### config.mk
export PLATFORM = sky130hd
export DESIGN_NAME = ifmap_glb_reader
export DESIGN_NICKNAME = d
export VERILOG_FILES = /design/src/rtl/ifmap_glb_reader.sv
export SDC_FILE = /design/constraint.sdc
export NUM_CORES = 1
export LEC_CHECK = 0
export CORE_ASPECT_RATIO = 0.75
export CORE_MARGIN = 2
export CORE_UTILIZATION = 55
export CTS_CLUSTER_DIAMETER = 200
export CTS_CLUSTER_SIZE = 16
export DETAILED_ROUTE_END_ITERATION = 10
export GPL_TIMING_DRIVEN = 0
export PLACE_DENSITY = 0.81
export SETUP_SLACK_MARGIN = 0.1
export SYNTH_ARGS = -nofsm -noshare
export SYNTH_HDL_FRONTEND = slang
export SYNTH_SLANG_ARGS = --single-unit
### constraint.sdc
create_clock -name clk -period 7.5 [get_ports clk]
set_input_delay 0.75 -clock clk [delete_from_list [all_inputs] [get_ports clk]]
set_output_delay 0.75 -clock clk [all_outputs]
set_load 0.05 [all_outputs]
### src/rtl/ifmap_glb_reader.sv
// Reads a rows x cols ifmap tile out of GLB port B and streams it downstream over valid/ready.
// A 2-entry fall-through buffer plus read credits absorb the 1-cycle GLB latency and back-pressure.
module ifmap_glb_reader #(
    parameter int DATA_WIDTH = 16,
    parameter int MEM_DEPTH  = 16,
    parameter int CNT_WIDTH  = 8,
    localparam int ADDR_WIDTH = $clog2(MEM_DEPTH)
) (
    input  logic                  clk,
    input  logic                  rst,
    input  logic                  start,
    input  logic [ADDR_WIDTH-1:0] base_addr,
    input  logic [CNT_WIDTH-1:0]  row_cnt,
    input  logic [CNT_WIDTH-1:0]  col_cnt,
    input  logic [CNT_WIDTH-1:0]  row_stride,
    output logic                  busy,
    output logic                  done,
    output logic                  re_b,
    output logic [ADDR_WIDTH-1:0] addr_b,
    input  logic [DATA_WIDTH-1:0] rdata_b,
    output logic                  m_valid,
    output logic [DATA_WIDTH-1:0] m_data,
    output logic                  m_last,
    input  logic                  m_ready
);

    typedef enum logic [1:0] {IDLE, ISSUE, DRAIN} state_t;

    state_t                state_q, state_d;
    logic [CNT_WIDTH-1:0]  rows_q, rows_d, cols_q, cols_d, stride_q, stride_d;
    logic [CNT_WIDTH-1:0]  row_q, row_d, col_q, col_d;
    logic [ADDR_WIDTH-1:0] row_base_q, row_base_d, addr_q, addr_d;
    logic                  in_flight_q, in_flight_d, flight_last_q, flight_last_d;
    logic                  done_q, done_d;
    logic                  wr_ptr_q, wr_ptr_d, rd_ptr_q, rd_ptr_d;
    logic [1:0]            occ_q, occ_d;
    logic [DATA_WIDTH-1:0] buf_data_q [2];
    logic [DATA_WIDTH-1:0] buf_data_d [2];
    logic                  buf_last_q [2];
    logic                  buf_last_d [2];

    logic                  buf_empty, credit_ok, issue, push, pop, accept;
    logic                  row_end, last_elem, zero_cfg;
    logic [ADDR_WIDTH-1:0] cur_addr;

    assign buf_empty = (occ_q == 2'd0);
    assign credit_ok = (occ_q + {1'b0, in_flight_q}) < 2'd2;
    assign issue     = (state_q == ISSUE) && credit_ok;
    assign push      = in_flight_q;
    assign pop       = m_valid && m_ready;
    assign accept    = start && (state_q == IDLE) && !done_q;
    assign zero_cfg  = (row_cnt == '0) || (col_cnt == '0);
    assign row_end   = (col_q == cols_q - CNT_WIDTH'(1));
    assign last_elem = row_end && (row_q == rows_q - CNT_WIDTH'(1));
    assign cur_addr  = ADDR_WIDTH'(CNT_WIDTH'(row_base_q) + col_q);

    assign busy   = (state_q != IDLE);
    assign done   = done_q;
    assign re_b   = issue;
    assign addr_b = issue ? cur_addr : addr_q;

    // With the buffer empty the word still on rdata_b is presented directly (fall-through).
    assign m_valid = !buf_empty || in_flight_q;
    always_comb begin
        m_data = '0;
        m_last = 1'b0;
        if (!buf_empty) begin
            m_data = buf_data_q[rd_ptr_q];
            m_last = buf_last_q[rd_ptr_q];
        end else if (in_flight_q) begin
            m_data = rdata_b;
            m_last = flight_last_q;
        end
    end

    always_comb begin
        state_d       = state_q;
        rows_d        = rows_q;
        cols_d        = cols_q;
        stride_d      = stride_q;
        row_d         = row_q;
        col_d         = col_q;
        row_base_d    = row_base_q;
        addr_d        = addr_q;
        done_d        = 1'b0;
        in_flight_d   = issue;
        flight_last_d = issue && last_elem;
        case (state_q)
            IDLE: begin
                if (accept) begin
                    if (zero_cfg) begin
                        done_d = 1'b1;
                    end else begin
                        rows_d     = row_cnt;
                        cols_d     = col_cnt;
                        stride_d   = row_stride;
                        row_base_d = base_addr;
                        row_d      = '0;
                        col_d      = '0;
                        state_d    = ISSUE;
                    end
                end
            end
            ISSUE: begin
                if (issue) begin
                    addr_d = cur_addr;
                    if (row_end) begin
                        col_d      = '0;
                        row_d      = row_q + CNT_WIDTH'(1);
                        row_base_d = ADDR_WIDTH'(CNT_WIDTH'(row_base_q) + stride_q);
                    end else begin
                        col_d = col_q + CNT_WIDTH'(1);
                    end
                    if (last_elem) begin
                        state_d = DRAIN;
                    end
                end
            end
            DRAIN: begin
                // The tagged word is the final one, so nothing remains once it is taken.
                if (pop && m_last) begin
                    state_d = IDLE;
                    done_d  = 1'b1;
                end
            end
            default: state_d = IDLE;
        endcase
    end

    always_comb begin
        wr_ptr_d = push ? !wr_ptr_q : wr_ptr_q;
        rd_ptr_d = pop ? !rd_ptr_q : rd_ptr_q;
        occ_d    = occ_q + {1'b0, push} - {1'b0, pop};
    end

    generate
        for (genvar gi = 0; gi < 2; gi++) begin : g_buf
            always_comb begin
                buf_data_d[gi] = buf_data_q[gi];
                buf_last_d[gi] = buf_last_q[gi];
                if (push && (wr_ptr_q == 1'(gi))) begin
                    buf_data_d[gi] = rdata_b;
                    buf_last_d[gi] = flight_last_q;
                end
            end

            always_ff @(posedge clk or posedge rst) begin
                if (rst) begin
                    buf_data_q[gi] <= '0;
                    buf_last_q[gi] <= 1'b0;
                end else begin
                    buf_data_q[gi] <= buf_data_d[gi];
                    buf_last_q[gi] <= buf_last_d[gi];
                end
            end
        end
    endgenerate

    always_ff @(posedge clk or posedge rst) begin
        if (rst) begin
            state_q       <= IDLE;
            rows_q        <= '0;
            cols_q        <= '0;
            stride_q      <= '0;
            row_q         <= '0;
            col_q         <= '0;
            row_base_q    <= '0;
            addr_q        <= '0;
            in_flight_q   <= 1'b0;
            flight_last_q <= 1'b0;
            done_q        <= 1'b0;
            wr_ptr_q      <= 1'b0;
            rd_ptr_q      <= 1'b0;
            occ_q         <= 2'd0;
        end else begin
            state_q       <= state_d;
            rows_q        <= rows_d;
            cols_q        <= cols_d;
            stride_q      <= stride_d;
            row_q         <= row_d;
            col_q         <= col_d;
            row_base_q    <= row_base_d;
            addr_q        <= addr_d;
            in_flight_q   <= in_flight_d;
            flight_last_q <= flight_last_d;
            done_q        <= done_d;
            wr_ptr_q      <= wr_ptr_d;
            rd_ptr_q      <= rd_ptr_d;
            occ_q         <= occ_d;
        end
    end

endmodule

# After elaboration in Yosys (flattened, before gate mapping)
# Index checks and enable logic that the tools add are counted.
dict set report classes {
  add_sub_neg 8
  magnitude_cmp 2
  n_eq_ne 10
  muxes 34
  bitwise 3
  n_reduce_logical 25
}
# cell n
set ops {}
lappend ops {{two-way mux 16 bit} 5}
lappend ops {{two-way mux 8 bit} 6}
lappend ops {{case mux 8 bit (2 select lines)} 2}
lappend ops {{two-way mux 4 bit} 5}
lappend ops {{adder 8 x 1 -> 8 bit (second input constant)} 2}
lappend ops {{equality test 8 bit} 2}
lappend ops {{logical NOT 8 bit} 2}
lappend ops {{subtractor 8 x 1 -> 8 bit (second input constant)} 2}
lappend ops {{inequality test 2 bit (second input constant)} 6}
lappend ops {{two-way mux 2 bit} 5}
lappend ops {{AND reduction 5 bit} 2}
lappend ops {{logical AND 1 bit} 9}
lappend ops {{adder 4 bit} 2}
lappend ops {{two-way mux 1 bit} 8}
lappend ops {{case mux 4 bit (2 select lines)} 1}
lappend ops {{case mux 2 bit (3 select lines)} 1}
lappend ops {{logical NOT 1 bit} 4}
lappend ops {{logical NOT 2 bit} 2}
lappend ops {{AND reduction 4 bit} 1}
lappend ops {{nonzero test 2 bit} 2}
lappend ops {{AND reduction 3 bit} 1}
lappend ops {{adder 2 x 1 -> 2 bit} 1}
lappend ops {{equality test 2 x 1 -> 1 bit (second input constant)} 1}
lappend ops {{equality test 2 bit (second input constant)} 1}
lappend ops {{7 further kinds} 9}
dict set report totals {
  ff_bits 87
  inputBits 48
}

# Logic depth before layout (Yosys ltp)
dict set report depth {
  ltp_word 8
  depth_mapped 9
  depth_no_buf 8
}

# Worst setup path after synthesis
# Ideal clock, no wire load.
dict set report synth_path {
  path_type {register -> output}
  start {register in_flight_q}
  end {output port addr_b[2]}
  arrival_ps 2355
  setup_slack_ps 4395
  path_stages_with_launch 6
  cell_sequence {dfrtp_1 ha_1 xnor2_1 nand2_1 clkbuf_1 o21ai_0}
}
dict set report synth_via {
  elab_chain_len 4
}
# item line_no
set synth_lines {}
lappend synth_lines {{from (decl)} 33} ;# logic in_flight_q, in_flight_d, flight_last_q, flight_last_d;
lappend synth_lines {{from (signal assigned)} 184} ;# in_flight_q <= in_flight_d;
lappend synth_lines {{adder 2 x 1 -> 2 bit} 47} ;# assign credit_ok = (occ_q + {1'b0, in_flight_q}) < 2'd2;
lappend synth_lines {{< comparator 2 bit} 47}
lappend synth_lines {{logical AND 1 bit} 48} ;# assign issue = (state_q == ISSUE) && credit_ok;
lappend synth_lines {{two-way mux 4 bit} -}
lappend synth_lines {{to (decl)} 19} ;# output logic [ADDR_WIDTH-1:0] addr_b,
# Every way passes these cells.

# Worst setup path after layout
dict set report layout_path {
  start {register in_flight_q}
  end {output port addr_b[0]}
}
# The elaborated chain is that of the path after synthesis.

==> metrics.yaml <==
run_status:
  outcome: "complete, no violations"
clock_tree:
  clock_latency_ns: 0.33
  cts_sinks: 87
  cts_buffer_depth: 2
  cts_tree: "built"
  postCtsHoldBufs: 0
  cts.clk_slew.worst_paths_ns: 0.06
  cts_resized: 0
  cts-root-buf: "clkbuf_16"
  cts_max_level: 3
  cts_setup_buffers: 0
  cts_inserted_buffers: 9
worst_setup_path:
  cp.arrival_ns: 3.00
  cp-endpoint: "addr_b[0]"
  r2r_cells: 9
  cp.required_ns: 6.75
  cpPeakStageDelay_ns: 0.79
  path_cells: "ha_1 -> xnor2_1 -> nand2_1 -> inv_1 -> clkbuf_8 -> nand2_1 -> nand2_1 -> clkdlybuf4s50_1"
  rr_startpoint: "cols_q[0]"
  cp_max_fo: 11
  r2r_slack_ns: 4.90
  timing.critical_path.from: "in_flight_q"
  path_class: "flip-flop to primary output"
  critPathSlowestCell: "clkdlybuf4s50_1"
  crit_top_cell: "nand2_1"
  cp-end-kind: "primary output"
  crit_path_start_kind: "flip-flop"
  r2r_end: "row_base_q[0]"
floorplan:
  rows: 29
  dieArea_um2: 9507
  die-width_um: 111.9
  start_util_pct: 56.83
  coreArea_um2: 8454
  die_y_um: 84.94
  ioPinCount: 73
power:
  vdd_drop_max_uv: 486.9
  p_per_area_nw_per_um2: 454.8
  power_leakage_nw: 2.632
  p_total_mw: 2.709
route:
  ant_nets: 0
  wl_um: 11220
  vias_per_cell: 5.872
  drc: 0
  first_pass_iters: 5
  num_vias: 3993
  post_drt_wl_per_cell_um: 16.50
  drt-initial-drc-count: 312
logic_synthesis:
  ys_seq_elements: 87
  syn_area_um2: 4805
  synth_enable_flop_cells: 0
  ys_types: 55
  ys_async_sr_fraction_pct: 100.0
  syn_nets: 549
  yosysMostFrequentCell: "dfrtp_1"
  synth_area_leader_cell: "dfrtp_1"
  ys_top_cells_by_area: "dfrtp_1 45%, mux2_2 8.2%, nand2_1 6.1%, mux2i_1 5.2%, o21ai_0 4.0%"
  seq_area_frac_synth_pct: 45.31
  yosysWarnings: 0
  netlist_top_cells_count: "87 x dfrtp_1, 78 x nand2_1, 38 x o21ai_0"
  synth.avg_cell_area_um2: 9.866
  netlist_instances: 487
  dominantRegCellSynth: "dfrtp_1"
  yosysTopAreaCellShare_pct: 45.31
place:
  post_dp_cell_area_um2: 5650
  gp_congestion: 0.8957
  hpwl_um: 8035
  numPortBuffers: 68
final_layout:
  fill_cells: 626
  final_nets: 629
  multiInputGateArea_um2: 2431
  seqCellArea_um2: 2177
  final_util_pct: 70.46
  diodes: 0
  final_area_um2: 5957
  drive_gt1_share_pct: 12.41
  areaGrowthSynthToFinish_pct: 23.98
timing:
  fin_setup_tns_ns: 0
  slew_viol_final: 0
  finalCritPeriodShare_pct: 50.04
  hold_viol_final: 0
  rsz0062_at_grt: "no"
  fin_skew_ns: 0.006908
  slew_headroom_pct: 49.51
  hold_ws_ns: 0.4712
  setup_viol: 0
  fmax_ghz: 0.2665
  fin_crit_ns: 3.753
  tightest_slew_ns: 0.7574
grt:
  grt_pass1_wl_um: 19060
  grt_overflow_total: 0
  grt_pass1_vias: 3926
  track_usage_pct: 24.63
  grt_max_degree: 72
  antenna_found_initial: 0
hold_path:
  holdCritPathClass: "flip-flop to flip-flop"
run:
  max_cap_viol_count: 0
[final cells by class]
type | count | area share (%)
repair buffers | 69 | 11.89
clock buffers | 10 | 4.012
well taps | 108 | 2.268
flip-flops and latches | 87 | 36.55
plain buffers | 27 | 2.226
clock inverters | 6 | 1.134
inverters | 17 | 1.113
multi-input cells | 356 | 40.81
[worst max-delay path, delay by kind of cell, from the launching register on]
kind | cells | cell delay (ns)
xor gates and xnor gates | 1 | 0.28
DFF | 1 | 0.41
buffers and inverters | 3 | 1.29
adders and majority gates | 1 | 0.22
and+or+nand+nor | 3 | 0.46
[flip-flops by register name, indices dropped and copies added (netlist names)]
name and flops:
buf_data_q 32, col_q 8, cols_q 8, row_q 8, rows_q 8, addr_q 4, row_base_q 4, stride_q 4
buf_last_q 2, occ_q 2, state_q 2, done 1, flight_last_q 1, in_flight_q 1, rd_ptr_q 1, wr_ptr_q 1
[worst min path at each step]
stage	startpoint	to	slack, ns	depth (start not counted)
2_1_floorplan	addr_q[1]	addr_q[1]	0.44	2
3_3_place_gp	addr_q[3]	addr_q[3]	0.45	2
3_5_place_dp	addr_q[0]	addr_q[0]	0.46	2
4_1_cts	addr_q[3]	addr_q[3]	0.48	2
5_1_grt	addr_q[1]	addr_q[1]	0.50	2
6_report	addr_q[1]	addr_q[1]	0.47	2
[cells in the final DEF (no fill, tap or decap), drive strengths merged, types with 3 or more instances in the layout]
cell           instances
ha                    12
nor3                   8
o21ai                 39
xor2                  13
nand2                 78
a21oi                  6
nor4                   6
mux2i                 25
and2                   3
nand2b                11
mux2                  36
dfrtp                 87
clkdlybuf4s50         68
inv                   19
clkbuf                29
and3                   8
buf                    9
nor2b                  3
nor2                  18
o31ai                  3
a31oi                  6
nand3                 28
xnor2                 16
a211oi                 5
[where the power goes]
part	internal (mW)	switching (mW)	total [mW]
Combinational	0.580	0.923	1.50
Clock	0.269	0.189	0.458
Sequential	0.629	0.119	0.748
Total	1.48	1.23	2.71
[stage by stage]
stage               instances  setup slack [ns]
floorplan                 487             4.395
global placement          663             3.229
detailed placement        664             4.111
CTS                       680             3.739
global route              680             3.560
finish                    680             3.747
[per-layer routing]
metal  GRT usage [%]  wire length (um)  up-vias
li1                -                 -     1867
met1           36.15              5218     1965
met2           38.90              5262      146
met3           4.000               642       15
met4           5.836                99        0
met5               0                 0        -
[logic make-up (layout without fill, tap and decap cells)]
| family | after synthesis | count (layout) | synth area share (%) |
|---|---|---|---|
| XOR/XNOR | 29 | 29 | 5.286 |
| AND/OR/NAND/NOR | 177 | 177 | 18.05 |
| adder cells (fa/ha/maj) | 14 | 14 | 3.958 |
| flip-flops | 87 | 87 | 45.31 |
| buffers and inverters | 44 | 129 | 4.088 |
| multiplexers | 61 | 61 | 13.65 |
| AO/OA/AOI/OAI | 75 | 75 | 9.662 |
Power figures use the tool's default switching activity.
